[config.mk]
export PLATFORM = sky130hd
export DESIGN_NAME = hazard_ctrl
export DESIGN_NICKNAME = d
export VERILOG_FILES = /design/src/rtl/hazard_ctrl.sv
export SDC_FILE = /design/constraint.sdc
export NUM_CORES = 1
export LEC_CHECK = 0
export CAP_MARGIN = 20
export CORE_ASPECT_RATIO = 0.5
export CORE_MARGIN = 3
export CORE_UTILIZATION = 32
export DETAILED_ROUTE_END_ITERATION = 16
export GPL_TIMING_DRIVEN = 1
export PLACE_DENSITY = 0.77
export SLEW_MARGIN = 25
export SYNTH_ARGS = -nofsm -noshare
export SYNTH_HDL_FRONTEND = slang
export SYNTH_SLANG_ARGS = --single-unit
[constraint.sdc]
create_clock -name clk -period 3.75 [get_ports clk]
set_input_delay 0.375 -clock clk [delete_from_list [all_inputs] [get_ports clk]]
set_output_delay 0.375 -clock clk [all_outputs]
set_load 0.005 [all_outputs]
[src/rtl/hazard_ctrl.sv]
// hazard_ctrl -- hazard unit for a five-stage in-order pipeline.
// Provides operand forwarding selects, load-use stalls, taken-branch flushes,
// a post-reset pipeline flush sequence and a data-memory wait stall with a
// sticky timeout flag.
// Optional feature: define HAZARD_PERF_EN to build the stall/flush
// performance counters; without it stallCnt and flushCnt read as zero.
module hazard_ctrl #(
  parameter int INIT_CYCLES = 2,
  parameter int MEM_TIMEOUT = 15
) (
  input  logic        clk,
  input  logic        rst,
  input  logic [4:0]  Rs1D,
  input  logic [4:0]  Rs2D,
  input  logic [4:0]  Rs1E,
  input  logic [4:0]  Rs2E,
  input  logic [4:0]  RdE,
  input  logic [4:0]  RdM,
  input  logic [4:0]  RdW,
  input  logic        regWriteM,
  input  logic        regWriteW,
  input  logic [1:0]  resultSrcE,
  input  logic        PCSrcE,
  input  logic        memReqM,
  input  logic        memReadyM,
  output logic [1:0]  forwardAE,
  output logic [1:0]  forwardBE,
  output logic        stallF,
  output logic        stallD,
  output logic        stallE,
  output logic        stallM,
  output logic        flushD,
  output logic        flushE,
  output logic        flushW,
  output logic        memErr,
  output logic [31:0] stallCnt,
  output logic [31:0] flushCnt
);

  // The INIT counter only needs to reach INIT_CYCLES-1; at least one bit wide.
  localparam int INIT_W = (INIT_CYCLES > 1) ? $clog2(INIT_CYCLES) : 1;
  localparam logic [INIT_W-1:0] INIT_LAST =
    INIT_W'((INIT_CYCLES > 1) ? INIT_CYCLES - 1 : 0);

  // The wait counter holds the number of completed MEMWAIT cycles, so the
  // timeout is flagged during the cycle in which the count would reach
  // MEM_TIMEOUT. The threshold is clamped to what a 4-bit counter can hit.
  localparam logic [3:0] ERR_CNT =
    4'((MEM_TIMEOUT < 1) ? 0 : ((MEM_TIMEOUT > 15) ? 14 : MEM_TIMEOUT - 1));

  typedef enum logic [1:0] {
    INIT    = 2'd0,
    RUN     = 2'd1,
    MEMWAIT = 2'd2
  } state_t;

  state_t            state;
  state_t            state_next;
  logic [INIT_W-1:0] init_cnt;
  logic [3:0]        wait_cnt;
  logic              err_q;
  logic              lw_stall;
  logic              mem_wait;
  logic              timeout_hit;

  // A load in Execute whose result is needed in Decode; a taken branch
  // squashes the dependent instruction, so no stall is needed then.
  assign lw_stall = (resultSrcE == 2'b01) && (RdE != 5'd0) &&
                    ((RdE == Rs1D) || (RdE == Rs2D)) && !PCSrcE;

  assign mem_wait = memReqM && !memReadyM;

  assign timeout_hit = (state == MEMWAIT) && (wait_cnt == ERR_CNT);
  assign memErr      = err_q || timeout_hit;

  // Operand A select: the younger Memory-stage result wins over Writeback.
  always_comb begin
    forwardAE = 2'b00;
    if (regWriteM && (RdM != 5'd0) && (RdM == Rs1E)) begin
      forwardAE = 2'b10;
    end else if (regWriteW && (RdW != 5'd0) && (RdW == Rs1E)) begin
      forwardAE = 2'b01;
    end
  end

  // Operand B select, same priority as operand A.
  always_comb begin
    forwardBE = 2'b00;
    if (regWriteM && (RdM != 5'd0) && (RdM == Rs2E)) begin
      forwardBE = 2'b10;
    end else if (regWriteW && (RdW != 5'd0) && (RdW == Rs2E)) begin
      forwardBE = 2'b01;
    end
  end

  // Next-state and stall/flush mapping, selected by the FSM state.
  always_comb begin
    state_next = state;
    stallF     = 1'b0;
    stallD     = 1'b0;
    stallE     = 1'b0;
    stallM     = 1'b0;
    flushD     = 1'b0;
    flushE     = 1'b0;
    flushW     = 1'b0;
    if (rst) begin
      state_next = INIT;
      stallF     = 1'b1;
      flushD     = 1'b1;
      flushE     = 1'b1;
      flushW     = 1'b1;
    end else begin
      case (state)
        INIT: begin
          stallF = 1'b1;
          flushD = 1'b1;
          flushE = 1'b1;
          flushW = 1'b1;
          if (init_cnt == INIT_LAST) begin
            state_next = RUN;
          end
        end
        RUN: begin
          if (mem_wait) begin
            stallF     = 1'b1;
            stallD     = 1'b1;
            stallE     = 1'b1;
            stallM     = 1'b1;
            flushW     = 1'b1;
            state_next = MEMWAIT;
          end else begin
            stallF = lw_stall;
            stallD = lw_stall;
            flushD = PCSrcE;
            flushE = lw_stall || PCSrcE;
          end
        end
        MEMWAIT: begin
          if (memReadyM) begin
            stallF     = lw_stall;
            stallD     = lw_stall;
            flushD     = PCSrcE;
            flushE     = lw_stall || PCSrcE;
            state_next = RUN;
          end else begin
            stallF = 1'b1;
            stallD = 1'b1;
            stallE = 1'b1;
            stallM = 1'b1;
            flushW = 1'b1;
          end
        end
        default: begin
          stallF     = 1'b1;
          flushD     = 1'b1;
          flushE     = 1'b1;
          flushW     = 1'b1;
          state_next = INIT;
        end
      endcase
    end
  end

  // FSM state register.
  always_ff @(posedge clk) begin
    if (rst) begin
      state <= INIT;
    end else begin
      state <= state_next;
    end
  end

  // INIT flush counter, saturating MEMWAIT counter and sticky timeout flag.
  always_ff @(posedge clk) begin
    if (rst) begin
      init_cnt <= '0;
      wait_cnt <= 4'd0;
      err_q    <= 1'b0;
    end else begin
      if ((state == INIT) && (init_cnt != INIT_LAST)) begin
        init_cnt <= init_cnt + 1'b1;
      end
      if ((state != MEMWAIT) && (state_next == MEMWAIT)) begin
        wait_cnt <= 4'd0;
      end else if ((state == MEMWAIT) && (wait_cnt != 4'd15)) begin
        wait_cnt <= wait_cnt + 4'd1;
      end
      if (timeout_hit) begin
        err_q <= 1'b1;
      end
    end
  end

`ifdef HAZARD_PERF_EN
  logic [31:0] stall_cnt_q;
  logic [31:0] flush_cnt_q;

  // Performance counters: stalled fetch cycles and flushing RUN cycles.
  always_ff @(posedge clk) begin
    if (rst) begin
      stall_cnt_q <= 32'd0;
      flush_cnt_q <= 32'd0;
    end else begin
      if (((state == RUN) || (state == MEMWAIT)) && stallF) begin
        stall_cnt_q <= stall_cnt_q + 32'd1;
      end
      if ((state == RUN) && (flushD || flushE)) begin
        flush_cnt_q <= flush_cnt_q + 32'd1;
      end
    end
  end

  assign stallCnt = stall_cnt_q;
  assign flushCnt = flush_cnt_q;
`else
  assign stallCnt = 32'd0;
  assign flushCnt = 32'd0;
`endif

endmodule

==> impl_metrics.env <==
export IMPL_place_congestion=0.898
export IMPL_clkPwrFrac_pct=28.6
export IMPL_routed_via_density=4.13
export IMPL_die_area_um2=5380
export IMPL_drtAntennaViolNets=0
export IMPL_setup_slack_ns=0.916
export IMPL_cp_max_fo=3
export IMPL_drt_iter0_markers=11
export IMPL_p_int_mw=0.244
export IMPL_end_kind="primary output"
export IMPL_cpMostUsedCell="clkdlybuf4s50_1"
export IMPL_yosysWarnings=0
export IMPL_p_leak_nw=0.802
export IMPL_finalCritPeriodShare_pct=75.6
export IMPL_grt_pass1_vias=1067
export IMPL_grt_pass1_wl_mm=4.74
export IMPL_final_util_pct=44.8
export IMPL_drt_wl_total_mm=3.29
export IMPL_start_kind="input port"
export IMPL_whs_ns=0.516
export IMPL_ios=120
export IMPL_cts_buffer_depth=2
export IMPL_crit_family="buffers and inverters"
export IMPL_hold_path_class="reg -> reg"
export IMPL_syn_inst=185
export IMPL_critical_path_buf_inv_count=2
export IMPL_h_tree_depth=1
export IMPL_swShare_pct=31.5
export IMPL_ctsResizeCount=0
export IMPL_rows=16
export IMPL_synth_most_common_cell="buf_4"
export IMPL_status="complete, no violations"
export IMPL_crit_required_ns=3.38
export IMPL_cts_sinks=8
export IMPL_grt_remaining_overflow=0
export IMPL_antenna_found_initial=0
export IMPL_synth_top_family_by_area="buffers and inverters"
export IMPL_combPwrFrac_pct=44.9
export IMPL_max_stage_delay_ns=0.54
export IMPL_drv_slew=0
export IMPL_route_detailed_drc=0
export IMPL_maxSlewHeadroom_pct=64.3
export IMPL_timing_final_crit_period_ns=2.83
export IMPL_dieWidth_um=101
export IMPL_track_usage_pct=10.9
export IMPL_crit_type="in -> out"
export IMPL_synth_distinct_cells=33
export IMPL_synth_area_per_cell_um2=7.76
export IMPL_initial_core_util_pct=35.0
export IMPL_dr_pass1_iters=4
export IMPL_ys_seq_elements=8
export IMPL_dpl_hpwl_mm=2.91
export IMPL_totalPowerFinal_mw=0.356
export IMPL_synth_compound_gate_area_share_pct=10.5
export IMPL_antenna_cells=0
export IMPL_synth_edff_count=0
export IMPL_clock_skew_ns=0.000878
export IMPL_synth_main_ff_cell="dfxtp_1"
export IMPL_ys_top_cells_by_area="buf_4, xor2_1, dfxtp_1"
export IMPL_vias=1211
export IMPL_yosysSeqAreaShare_pct=11.1
export IMPL_synth_xor_area_share_pct=19.5
export IMPL_fmax_mhz=353
export IMPL_synth_adder_area_share_pct=5.23
export IMPL_clk_latency_ns=0.23
export IMPL_syn_area_um2=1440
export IMPL_cap_violations=0
export IMPL_rsz0062_at_grt="no"
export IMPL_power_switching_mw=0.112
export IMPL_ctsRootBufferMaster="clkbuf_8"
export IMPL_synth_common_cells="buf_4, xor2_1, nor2_1, dfxtp_1"
export IMPL_cp_arrival_ns=2.46
export IMPL_core_area_um2=4100
export IMPL_hold_viol_final=0
export IMPL_grt_max_degree=14
export IMPL_synthSimpleGateAreaFrac_pct=17.8
export IMPL_cts_setup_buffers=0
export IMPL_fin_tns_setup_ns=0
export IMPL_drive_gt1_share_pct=2.93
export IMPL_ir_worst_vdd_mv=0.113
export IMPL_crit_chain="clkdlybuf4s50_1 -> or4_4 -> o21ai_2 -> nor4_1 -> nor4_2 -> clkdlybuf4s50_1"
export IMPL_nNetsFinal=291
export IMPL_p_seq_share_pct=26.6
export IMPL_synthMuxAreaShare_pct=0
export IMPL_dp_slack_ns=0.898
export IMPL_synthArstFlopShare_pct=0
export IMPL_port_buffers=55
export IMPL_clk_pin_slew_ns=0.04
export IMPL_yosysTopAreaCellShare_pct=34.0
export IMPL_syn_to_final_growth_pct=27.9
export IMPL_yosys_area_top_type="buf_4"
export IMPL_die_y_um=53.4
export IMPL_cts_tree="yes"
export IMPL_cts_made_buffers=3
export IMPL_wl_per_cell_um=11.2
export IMPL_worst_slew_pin_transition_ns=0.533
export IMPL_hold_buffers=0
export IMPL_slowest_stage="or4_4"
export IMPL_power_density_nw_per_um2=194
export IMPL_setup_violations=0
## cell usage in the layout, fill, tap and decap left out
cell / n
o32ai_1: 1
nor3_1: 7
inv_1: 4
and3b_1: 1
nor2b_1: 5
a21oi_1: 4
o21bai_1: 4
clkbuf_8: 3
nand2b_1: 2
dfxtp_1: 8
a41o_1: 1
o21ai_1: 1
or4_1: 3
xnor2_1: 7
o21ai_2: 1
a2111oi_0: 1
o21ai_0: 4
nor4_2: 2
ha_1: 6
conb_1: 64
nor4_1: 3
a22oi_1: 1
nand3_1: 5
or4_4: 1
xor2_1: 25
a311oi_1: 1
clkdlybuf4s50_1: 55
nor2_1: 9
a211o_1: 1
and3_1: 2
a21o_1: 1
a211oi_1: 1
nand2_1: 5
## flip-flops by register name, indices dropped and copies added, names as in the netlist
register,flops
err_q,1
state,2
init_cnt,1
wait_cnt,4
## worst paths after layout
path,from,end,slack [ns],cells past startpoint
hold reg to reg,init_cnt,init_cnt,0.52,2
hold / removal,init_cnt,init_cnt,0.52,2
setup reg to reg,state[0],wait_cnt[2],1.85,6
setup / recovery,RdM[2],forwardAE[0],0.92,6
## worst min-delay path, delay by kind of cell (launching register included)
family	cells	cell delay, ns
flip-flops	1	0.32
AND/OR/NAND/NOR	2	0.15
## metal layers
layer / vias to the layer above / wire, um / track usage (%)
met3: 2 / 380 / 2.50
li1: 599 / - / -
met5: - / 0 / 0
met4: 0 / 10 / 2.46
met2: 65 / 1760 / 23.2
met1: 545 / 1130 / 10.9
## stage by stage
step,instances,instance area (um^2)
floorplan,248,1670
global placement,290,1800
detailed placement,290,1800
CTS,293,1840
global route,293,1840
finish,293,1840
## final cells by class
type / count / area, um^2
Multi-Input combinational cell: 169 / 1000
Inverter: 4 / 15.0
Fill cell: 397 / 2270
Timing Repair Buffer: 55 / 551
Tap cell: 54 / 67.6
Clock buffer: 3 / 41.3
Sequential cell: 8 / 160
## power groups by stage
stage,clock [mW],sequential [mW],combinational [mW]
after floorplan,0,0.0944,0.127
after global placement,0,0.0952,0.155
after detailed placement,0,0.0958,0.157
after CTS,0.105,0.0944,0.158
after global routing,0.109,0.0946,0.175
final,0.102,0.0945,0.160
## cell families (layout without fill, tap and decap cells)
family                   Yosys count  count (layout)
adder cells (fa/ha/maj)            6               6
buffers and inverters             71              62
AO/OA/AOI/OAI                     22              22
other                              1              64
XOR/XNOR                          32              32
AND/OR/NAND/NOR                   45              45
flip-flops                         8               8
Note: power is estimated with default switching activity, not from simulation.
